**src/rtl/cabac_mvd_pkg.sv**
```systemverilog
// Shared types and constants for the CABAC mvd neighbour-context block.
// Holds the state encoding, ctx thresholds and the |mvd| saturation helper.
package cabac_mvd_pkg;

    localparam int FMV_WIDTH     = 8;
    localparam int MEM_TOP_DEPTH = 7;
    localparam int CTX_LO        = 3;
    localparam int CTX_HI        = 32;

    typedef enum logic [2:0] {
        IDLE,
        RD,
        WT,
        OUT,
        WR
    } state_t;

    // |v| clipped to max_v; -32768 is widened first so it does not wrap.
    function automatic logic [16:0] abs_sat(
        input logic signed [15:0] v,
        input logic [16:0]        max_v
    );
        logic signed [16:0] e;
        logic [16:0]        m;
        e = {v[15], v};
        m = e[16] ? $unsigned(-e) : $unsigned(e);
        return (m > max_v) ? max_v : m;
    endfunction

endpackage

```
**src/rtl/cabac_mvd_nb_ctx_if.sv**
```systemverilog
// MB-side handshake bundle of the mvd neighbour manager.
// The master drives MB start/done, the slave returns the contexts.
interface cabac_mvd_nb_ctx_if #(
    parameter int MEM_TOP_DEPTH = 7
);
    logic                     mb_start_i;
    logic [MEM_TOP_DEPTH-1:0] mb_x_i;
    logic [15:0]              mb_y_i;
    logic                     nb_valid_o;
    logic [1:0]               ctx_inc_x_o;
    logic [1:0]               ctx_inc_y_o;
    logic                     mb_done_i;
    logic                     mvd_zero_i;
    logic signed [15:0]       cur_mvd_x_i;
    logic signed [15:0]       cur_mvd_y_i;

    modport master (
        output mb_start_i, mb_x_i, mb_y_i,
        output mb_done_i, mvd_zero_i,
        output cur_mvd_x_i, cur_mvd_y_i,
        input  nb_valid_o, ctx_inc_x_o, ctx_inc_y_o
    );

    modport slave (
        input  mb_start_i, mb_x_i, mb_y_i,
        input  mb_done_i, mvd_zero_i,
        input  cur_mvd_x_i, cur_mvd_y_i,
        output nb_valid_o, ctx_inc_x_o, ctx_inc_y_o
    );
endinterface

```
**src/rtl/cabac_mvd_ctx_calc.sv**
```systemverilog
// ctxIdxInc for mvd bin0 from the two neighbour magnitudes.
// The sum is one bit wider than the inputs so it never wraps.
module cabac_mvd_ctx_calc
    import cabac_mvd_pkg::*;
#(
    parameter int W = 9
) (
    input  logic [W-1:0] abs_a,
    input  logic [W-1:0] abs_b,
    output logic [1:0]   ctx
);
    localparam logic [W:0] LO = CTX_LO[W:0];
    localparam logic [W:0] HI = CTX_HI[W:0];

    logic [W:0] sum;

    // Classify the neighbour sum into the three bin0 contexts.
    always_comb begin
        sum = {1'b0, abs_a} + {1'b0, abs_b};
        ctx = 2'd0;
        if (sum > HI) begin
            ctx = 2'd2;
        end else if (sum >= LO) begin
            ctx = 2'd1;
        end
    end
endmodule

```
**src/rtl/cabac_mvd_nb_ctx.sv**
```systemverilog
// Neighbour manager for CABAC mvd context selection: fetches the top |mvd|
// pair from the row RAM, keeps the left pair, writes back on MB completion.
module cabac_mvd_nb_ctx #(
    parameter int FMV_WIDTH     = cabac_mvd_pkg::FMV_WIDTH,
    parameter int MEM_TOP_DEPTH = cabac_mvd_pkg::MEM_TOP_DEPTH
) (
    input  logic                       clk,
    input  logic                       rst_n,
    cabac_mvd_nb_ctx_if.slave          mb,
    output logic                       r_en_o,
    output logic [MEM_TOP_DEPTH-1:0]   r_addr_o,
    input  logic [2*(FMV_WIDTH+1)-1:0] r_data_i,
    output logic                       w_en_o,
    output logic [MEM_TOP_DEPTH-1:0]   w_addr_o,
    output logic [2*(FMV_WIDTH+1)-1:0] w_data_o
);
    import cabac_mvd_pkg::*;

    localparam int          W       = FMV_WIDTH + 1;
    localparam logic [16:0] SAT_MAX = 17'((1 << W) - 1);

    state_t                   state_q;
    state_t                   state_d;
    logic [MEM_TOP_DEPTH-1:0] mb_x_q;
    logic                     top_avail_q;
    logic [W-1:0]             left_x_q;
    logic [W-1:0]             left_y_q;
    logic [W-1:0]             pair_x_q;
    logic [W-1:0]             pair_y_q;
    logic [1:0]               ctx_x_q;
    logic [1:0]               ctx_y_q;
    logic [W-1:0]             top_x;
    logic [W-1:0]             top_y;
    logic [W-1:0]             left_x;
    logic [W-1:0]             left_y;
    logic [1:0]               ctx_x;
    logic [1:0]               ctx_y;

    // State register.
    always_ff @(posedge clk) begin
        if (!rst_n) begin
            state_q <= IDLE;
        end else begin
            state_q <= state_d;
        end
    end

    // Next state: one read cycle, one wait cycle, hold until done, one write.
    always_comb begin
        state_d = state_q;
        unique case (state_q)
            IDLE:    if (mb.mb_start_i) state_d = RD;
            RD:      state_d = WT;
            WT:      state_d = OUT;
            OUT:     if (mb.mb_done_i) state_d = WR;
            WR:      state_d = IDLE;
            default: state_d = IDLE;
        endcase
    end

    // Neighbours masked to zero at the top row and left picture edge.
    always_comb begin
        top_x  = top_avail_q ? r_data_i[2*W-1:W] : '0;
        top_y  = top_avail_q ? r_data_i[W-1:0] : '0;
        left_x = (mb_x_q != '0) ? left_x_q : '0;
        left_y = (mb_x_q != '0) ? left_y_q : '0;
    end

    cabac_mvd_ctx_calc #(.W(W)) u_ctx_x (
        .abs_a (left_x),
        .abs_b (top_x),
        .ctx   (ctx_x)
    );

    cabac_mvd_ctx_calc #(.W(W)) u_ctx_y (
        .abs_a (left_y),
        .abs_b (top_y),
        .ctx   (ctx_y)
    );

    // Position latch, ctx capture, commit pair and left-neighbour update.
    always_ff @(posedge clk) begin
        if (!rst_n) begin
            mb_x_q      <= '0;
            top_avail_q <= 1'b0;
            left_x_q    <= '0;
            left_y_q    <= '0;
            pair_x_q    <= '0;
            pair_y_q    <= '0;
            ctx_x_q     <= '0;
            ctx_y_q     <= '0;
        end else begin
            if (state_q == IDLE && mb.mb_start_i) begin
                mb_x_q      <= mb.mb_x_i;
                top_avail_q <= (mb.mb_y_i != 16'd0);
            end
            if (state_q == WT) begin
                ctx_x_q <= ctx_x;
                ctx_y_q <= ctx_y;
            end
            if (state_q == OUT && mb.mb_done_i) begin
                if (mb.mvd_zero_i) begin
                    pair_x_q <= '0;
                    pair_y_q <= '0;
                end else begin
                    pair_x_q <= W'(abs_sat(mb.cur_mvd_x_i, SAT_MAX));
                    pair_y_q <= W'(abs_sat(mb.cur_mvd_y_i, SAT_MAX));
                end
            end
            if (state_q == WR) begin
                left_x_q <= pair_x_q;
                left_y_q <= pair_y_q;
            end
        end
    end

    assign mb.nb_valid_o  = (state_q == OUT);
    assign mb.ctx_inc_x_o = ctx_x_q;
    assign mb.ctx_inc_y_o = ctx_y_q;
    assign r_en_o         = (state_q == RD);
    assign r_addr_o       = mb_x_q;
    assign w_en_o         = (state_q == WR);
    assign w_addr_o       = mb_x_q;
    assign w_data_o       = {pair_x_q, pair_y_q};
endmodule

```
**src/flat_wrapper.sv**
```systemverilog
// flat-port wrapper written by rule: the top's interface ports become plain ports
module cabac_mvd_nb_ctx_flat import cabac_mvd_pkg::*;
#(
    parameter int FMV_WIDTH     = cabac_mvd_pkg::FMV_WIDTH,
    parameter int MEM_TOP_DEPTH = cabac_mvd_pkg::MEM_TOP_DEPTH
)
  (clk, rst_n, r_en_o, r_addr_o, r_data_i, w_en_o, w_addr_o, w_data_o, mb_mb_start_i, mb_mb_x_i, mb_mb_y_i, mb_mb_done_i, mb_mvd_zero_i, mb_cur_mvd_x_i, mb_cur_mvd_y_i, mb_nb_valid_o, mb_ctx_inc_x_o, mb_ctx_inc_y_o);
  cabac_mvd_nb_ctx_if #(.MEM_TOP_DEPTH(MEM_TOP_DEPTH)) mb_i ();
  input  logic clk;
  input  logic rst_n;
  output logic r_en_o;
  output logic [MEM_TOP_DEPTH-1:0] r_addr_o;
  input  logic [2*(FMV_WIDTH+1)-1:0] r_data_i;
  output logic w_en_o;
  output logic [MEM_TOP_DEPTH-1:0] w_addr_o;
  output logic [2*(FMV_WIDTH+1)-1:0] w_data_o;
  input wire logic [$bits(mb_i.mb_start_i)-1:0] mb_mb_start_i;
  input wire logic [$bits(mb_i.mb_x_i)-1:0] mb_mb_x_i;
  input wire logic [$bits(mb_i.mb_y_i)-1:0] mb_mb_y_i;
  input wire logic [$bits(mb_i.mb_done_i)-1:0] mb_mb_done_i;
  input wire logic [$bits(mb_i.mvd_zero_i)-1:0] mb_mvd_zero_i;
  input wire logic [$bits(mb_i.cur_mvd_x_i)-1:0] mb_cur_mvd_x_i;
  input wire logic [$bits(mb_i.cur_mvd_y_i)-1:0] mb_cur_mvd_y_i;
  output wire logic [$bits(mb_i.nb_valid_o)-1:0] mb_nb_valid_o;
  output wire logic [$bits(mb_i.ctx_inc_x_o)-1:0] mb_ctx_inc_x_o;
  output wire logic [$bits(mb_i.ctx_inc_y_o)-1:0] mb_ctx_inc_y_o;
  assign mb_i.mb_start_i = mb_mb_start_i;
  assign mb_i.mb_x_i = mb_mb_x_i;
  assign mb_i.mb_y_i = mb_mb_y_i;
  assign mb_i.mb_done_i = mb_mb_done_i;
  assign mb_i.mvd_zero_i = mb_mvd_zero_i;
  assign mb_i.cur_mvd_x_i = mb_cur_mvd_x_i;
  assign mb_i.cur_mvd_y_i = mb_cur_mvd_y_i;
  assign mb_nb_valid_o = mb_i.nb_valid_o;
  assign mb_ctx_inc_x_o = mb_i.ctx_inc_x_o;
  assign mb_ctx_inc_y_o = mb_i.ctx_inc_y_o;
  cabac_mvd_nb_ctx #(.FMV_WIDTH(FMV_WIDTH), .MEM_TOP_DEPTH(MEM_TOP_DEPTH)) u_core (.clk(clk), .rst_n(rst_n), .mb(mb_i), .r_en_o(r_en_o), .r_addr_o(r_addr_o), .r_data_i(r_data_i), .w_en_o(w_en_o), .w_addr_o(w_addr_o), .w_data_o(w_data_o));
endmodule
```
**config.mk**
```make
export PLATFORM = sky130hd
export DESIGN_NAME = cabac_mvd_nb_ctx_flat
export DESIGN_NICKNAME = d
export VERILOG_FILES = /design/src/rtl/cabac_mvd_pkg.sv /design/src/rtl/cabac_mvd_nb_ctx_if.sv /design/src/rtl/cabac_mvd_ctx_calc.sv /design/src/rtl/cabac_mvd_nb_ctx.sv /design/src/flat_wrapper.sv
export SDC_FILE = /design/constraint.sdc
export NUM_CORES = 1
export LEC_CHECK = 0
export BUFFER_PORTS_ARGS = -buffer_cell sky130_fd_sc_hd__buf_2
export CAP_MARGIN = 10
export CORE_ASPECT_RATIO = 0.7
export CORE_MARGIN = 1.5
export CORE_UTILIZATION = 47
export DETAILED_ROUTE_END_ITERATION = 6
export GPL_TIMING_DRIVEN = 0
export PLACE_DENSITY = 0.78
export SYNTH_ARGS = -nofsm -noshare
export SYNTH_HDL_FRONTEND = slang
export SYNTH_SLANG_ARGS = --single-unit
```
**constraint.sdc**
```tcl
create_clock -name clk -period 3 [get_ports clk]
set_input_delay 0.3 -clock clk [delete_from_list [all_inputs] [get_ports clk]]
set_output_delay 0.3 -clock clk [all_outputs]
set_load 0.01 [all_outputs]
```
# Word level (Yosys, flattened, before mapping)
# Index checks and enable logic that the tools add are counted.
[word_totals]
ff_bits = 51
latchBits = 0
mem_bits_rw = 0
rom_bits = 0
input_bits = 78
output_inout_bits = 39
wordCells = 48
memories = 0
[classes]
addsub = 4
n_mul = 0
n_div = 0
order_cmp = 6
n_eq_ne = 6
shifts = 0
mux = 17
bitwise = 0
reduce_logical = 6
[ops]
columns = ["op", "count"]
rows = [
  ["$mux W9", 8],
  ["$gt A17 B9 Y1 const B", 2],
  ["$mux W17", 2],
  ["$neg A16 Y17", 2],
  ["$add A9 B9 Y10", 2],
  ["$ge A10 B2 Y1 const B", 2],
  ["$gt A10 B6 Y1 const B", 2],
  ["$reduce_bool A16 Y1", 1],
  ["$pmux W3 S4", 1],
  ["$reduce_bool A7 Y1", 1],
  ["$eq A3 B2 Y1 const B", 2],
  ["$mux W3", 2],
  ["$mux W2", 2],
  ["$ne A2 B2 Y1 const B", 2],
  ["$eq A3 B1 Y1 const B", 1],
  ["$eq A3 B3 Y1 const B", 1],
  ["$logic_not A3 Y1", 1],
  ["$logic_and A1 B1 Y1", 2],
  ["$mux W1", 2],
  ["$reduce_and A2 Y1", 1],
]

# Longest topological paths before layout
[logic_depth]
ltp_word = 6
ltp_mapped = 12
mapped_depth_nobuf = 11

# Hierarchy
# From an unflattened synthesis, not the netlist that was laid out.
[unflattened]
cells_unflattened = 501
area_unflattened_um2 = 3972.6
[modules_own_cells]
columns = ["module", "n_inst", "cells_each", "area_per_inst_um2", "seq_area_each_um2"]
rows = [
  ["cabac_mvd_nb_ctx", 1, 383, 3044.2, 1021.0],
  ["cabac_mvd_ctx_calc at u_core.u_ctx_x", 1, 62, 471.7, 0.0],
  ["cabac_mvd_ctx_calc at u_core.u_ctx_y", 1, 56, 456.7, 0.0],
]

# Worst setup path after synthesis
# No wires, ideal clock.
[synth_timing]
kind = "register to register"
startpoint = "register u_core.mb_x_q[3] (netlist: u_core.r_addr_o[3])"
endpoint = "register u_core.ctx_x_q[0] (netlist: u_core.mb.ctx_inc_x_o[0])"
setup_time_ps = 92
t_arrival_ps = 2787
t_required_ps = 2908
slack_ps = 121
path_stages_with_launch = 12
path_buffers = 1
period_less_slack_ps = 2879
path_cell_list = "dfxtp_1 nor4_1 nand2_1 clkbuf_1 and2_1 ha_1 a211o_1 a21o_1 or4_1 a21oi_1 nand2_1 o32ai_1"
[synth_between]
elab_chain_len = 6
elab_cells_between_ends = 7
cone_classes = "1 x add/sub; 2 x order compare; 3 x mux; 1 x reduce/logical"
[synth_rtl]
columns = ["item", "line", "source"]
rows = [
  ["from (decl)", "cabac_mvd_nb_ctx.sv:24", "logic [MEM_TOP_DEPTH-1:0] mb_x_q;"],
  ["from (signal assigned)", "cabac_mvd_nb_ctx.sv:94", "mb_x_q <= mb.mb_x_i;"],
  ["$reduce_bool A7 Y1 (*)", "cabac_mvd_nb_ctx.sv:65", "left_x = (mb_x_q != '0) ? left_x_q : '0;"],
  ["$mux W9 (*)", "cabac_mvd_nb_ctx.sv:65", ""],
  ["$add A9 B9 Y10 (*)", "cabac_mvd_ctx_calc.sv:19", "sum = {1'b0, abs_a} + {1'b0, abs_b};"],
  ["$ge A10 B2 Y1", "cabac_mvd_ctx_calc.sv:23", "end else if (sum >= LO) begin"],
  ["$mux W1", "cabac_mvd_ctx_calc.sv:23", ""],
  ["$mux W2 (*)", "cabac_mvd_ctx_calc.sv:21", "if (sum > HI) begin"],
  ["to (signal assigned)", "cabac_mvd_nb_ctx.sv:98", "ctx_x_q <= ctx_x;"],
  ["to (decl)", "cabac_mvd_nb_ctx.sv:30", "logic [1:0] ctx_x_q;"],
]
# Every way passes the cells marked *; elsewhere a longest branch is shown, timed or not.
# A chain may end at the register's enable or synchronous reset.

# Final worst setup path
[layout_timing]
startpoint = "register u_core.mb_x_q[6] (netlist: u_core.r_addr_o[6])"
endpoint = "register u_core.ctx_y_q[0] (netlist: u_core.mb.ctx_inc_y_o[0])"
[layout_between]
elab_chain_len = 6
elab_cells_between_ends = 7
cone_classes = "1 x add/sub; 2 x order compare; 3 x mux; 1 x reduce/logical"
[layout_rtl]
columns = ["item", "line", "source"]
rows = [
  ["$reduce_bool A7 Y1 (*)", "cabac_mvd_nb_ctx.sv:66", "left_y = (mb_x_q != '0) ? left_y_q : '0;"],
  ["$mux W9 (*)", "cabac_mvd_nb_ctx.sv:66", ""],
  ["$add A9 B9 Y10 (*)", "cabac_mvd_ctx_calc.sv:19", ""],
  ["$ge A10 B2 Y1", "cabac_mvd_ctx_calc.sv:23", ""],
  ["$mux W1", "cabac_mvd_ctx_calc.sv:23", ""],
  ["$mux W2 (*)", "cabac_mvd_ctx_calc.sv:21", ""],
  ["to (signal assigned)", "cabac_mvd_nb_ctx.sv:99", "ctx_y_q <= ctx_y;"],
  ["to (decl)", "cabac_mvd_nb_ctx.sv:31", "logic [1:0] ctx_y_q;"],
]
# Marked as above.

==> run summary <==
Critical path buffers and inverters: 1
Total power: 1.61 mW
CP endpoint kind: flop
Achievable Freq: 351 MHz
Rel. slew slack: 0.326
CP arrival: 3.10 ns
Setup crit start kind: flop
Hold Crit Class: in2reg
Full die area: 8250 um2
Max Cap Viol: 0
Vias per cell: 5.39
Number of port buffers: 113
DRT Pass-1 Iters: 4
Synthesized instance count: 446
Cell Area, Synth: 3620 um2
Min Hold Slack: 0.234 ns
Crit-path leading delay family: simple AND/OR/NAND/NOR gates
Cts hold-fix bufs: 0
Wire length per cell: 14.0 um
Peak supply drop: 0.267 mV
Worst-Margin Slew: 1.01 ns
Worst slack at placement: -0.239 ns
Metal3 WL: 642 um
Ys Warns: 0
Max incr delay on CP: 0.41 ns
Ys flop type: dfxtp_1
Critical-path maximum fanout: 6
# rows: 26
DRT antenna net count: 0
Vias post-DR: 3614
GRT Resource Usage Total: 0.228
Final min period: 2.85 ns
Status: complete, no violations
Clock sink count: 51
Total CTS buffers: 5
CP Cell Sequence: nor4_4 -> nand2_2 -> buf_6 -> and2_1 -> ha_2 -> fa_2 -> a211oi_2 -> nor2_1 -> or2_2 -> a21oi_2 -> o2111a_1 -> a41o_1
Seq/Total Area, Yosys: 0.282
Max Slew Vio Count: 0
Critical path type: reg2reg
Post-synth EDFFs: 0
Number of global-route vias before repair: 3462
Yosys top cell area share: 0.282
Wirelength, routed: 9380 um
Synth area leader: dfxtp_1
Fin. Hold Viols: 0
M1 WL: 4460 um
RSZ-0062 raised after global routing: no
Share of cells above drive strength 1: 0.292
Nets@finish: 671
Area growth from synthesis to layout: 26.3%
Placed Instances: 658
Fraction of synthesis flops using an asynchronous set or reset pin: 0
WP data required: 3.25 ns
Synth area leaders: dfxtp_1 28%, nand2_1 7.3%, ha_1 6.9%, and2_1 6.6%, a21boi_0 5.4%
Fin cells: 670
DRC errors left: 0
Final estimated routing congestion in global placement: 0.894
Die Y: 76.5 um
H-tree Lvls: 2
Syn Area/Cell: 8.12 um2
CTS tree: done
Clock slew at reported path FFs: 0.09 ns
First-pass GRT wire length: 15400 um
PwrDens: 351 nW/um2
Final setup fails: 0
Ant diodes: 0
Leak Pwr: 2.05 nW
Skew final: 0.00487 ns
Initial antenna violation count: 0
Die Span X: 108 um
Global route total overflow: 0
Synth unique cells: 63
Root buffer cell: clkbuf_8
Largest net degree at the start of global routing: 17
Initial Util: 0.491
Synthesized flop and latch total: 51
Synthesized net count: 546
Io pins: 117
DR iter-0 viols: 174
Routed met2 length: 4190 um
Core area: 7380 um2
Clock Tree Buf Depth: 2
# fillers: 684
Final period utilization: 0.949
Top sig layer: met4
Clk_lat worst skew: 0.30 ns
Final HPWL from detailed placement: 7250 um
Crit path max-delay cell type: fa_2
Setup ws final: 0.152 ns
state kept, by name, indices dropped and copies added, names as in the netlist:
register	flops
u_core.left_x_q	9
u_core.left_y_q	9
u_core.pair_x_q	9
u_core.pair_y_q	9
u_core.r_addr_o	7
u_core.state_q	3
u_core.mb.ctx_inc_x_o	2
u_core.mb.ctx_inc_y_o	2
u_core.top_avail_q	1
cell families (layout without fill, tap and decap cells):
kind of cell,Yosys count,count (layout),share of synthesized area
and+or+nand+nor,198,198,0.300
AOI/OAI and AO/OA,116,116,0.230
DFF,51,51,0.282
buffers and inverters,34,160,0.0435
adders and majority gates,22,22,0.0801
xor gates and xnor gates,19,19,0.0459
muxes,6,6,0.0183
path summary, 6_finish.rpt:
check        cells after the start                                     to  slack (ns)                            start
max reg2reg                     12  u_core.mb.ctx_inc_y_o[0]$_SDFFE_PN0N_        0.15  u_core.r_addr_o[6]$_SDFFE_PN0P_
max                             12  u_core.mb.ctx_inc_y_o[0]$_SDFFE_PN0N_        0.15  u_core.r_addr_o[6]$_SDFFE_PN0P_
min reg2reg                      2        u_core.left_y_q[1]$_SDFFE_PN0P_        0.47  u_core.left_y_q[1]$_SDFFE_PN0P_
min                              3        u_core.r_addr_o[4]$_SDFFE_PN0P_        0.23                     mb_mb_x_i[4]
area by class of cell:
class | count | area, um2 | share of cell area
Multi-Input combinational cell | 361 | 2530 | 0.554
Sequential cell | 51 | 1030 | 0.224
Timing Repair Buffer | 119 | 617 | 0.135
Tap cell | 98 | 123 | 0.0268
Buffer | 23 | 118 | 0.0257
Clock buffer | 6 | 82.6 | 0.0180
Clock inverter | 2 | 38.8 | 0.00848
Inverter | 10 | 37.5 | 0.00820
Yosys cell counts (all sizes together) (6+ instances only):
| cell | count |
|---|---|
| nand2 | 70 |
| dfxtp | 51 |
| and2 | 38 |
| a21oi | 27 |
| a21boi | 26 |
| nor2 | 21 |
| ha | 20 |
| o21ai | 19 |
| clkbuf | 15 |
| nand3 | 15 |
| nor4 | 14 |
| xnor2 | 10 |
| a32o | 9 |
| buf | 9 |
| inv | 9 |
| xor2 | 9 |
| nor3 | 6 |
power breakdown:
part	switching [mW]	total [mW]	internal, mW
Combinational	0.207	0.384	0.177
Sequential	0.0191	0.717	0.698
Clock	0.231	0.506	0.274
Total	0.458	1.61	1.15
placed cells by master (no fill, tap or decap), types with 6 or more instances in the layout:
master,count
dfxtp_1,49
nor3_1,6
nand3_1,15
buf_2,113
nor2_1,21
nor4_1,9
a32o_1,9
clkbuf_8,6
xor2_1,9
a21oi_1,24
xnor2_1,10
buf_4,12
a21boi_0,26
clkbuf_1,13
and2_1,37
nand2_1,69
o21ai_0,19
inv_1,9
ha_1,16
per-layer routing:
layer	global-route usage	vias up
met5	0	-
met4	0.0487	0
met3	0.0419	8
met2	0.380	127
met1	0.306	1624
li1	-	1855
worst register-to-register path: stages (launching register included):
cell and delay [ns]:
dfxtp_4 0.37, nor4_4 0.28, nand2_2 0.14, buf_6 0.15, and2_1 0.16, ha_2 0.20, fa_2 0.41, a211oi_2 0.20
nor2_1 0.08, or2_2 0.28, a21oi_2 0.12, o2111a_1 0.23, a41o_1 0.17
repair_timing:
action | in CTS | in global routing
cloned | 0 | 0
setup buffers | 2 | 3
resized for setup | 1 | 22
pin swaps | 1 | 15
endpoints found under the setup margin | 4 | 4
through the flow:
| step | setup TNS [ns] | instance area, um2 | utilization |
|---|---|---|---|
| 3_3_place_gp | -0.622 | 4310 | 0.584 |
| 2_1_floorplan | 0 | 3620 | - |
| 6_report | 0 | 4580 | 0.620 |
| 3_5_place_dp | -0.569 | 4320 | 0.585 |
| 5_1_grt | 0 | 4580 | 0.620 |
| 4_1_cts | 0 | 4460 | 0.604 |
(Power assumes the default switching activity.)
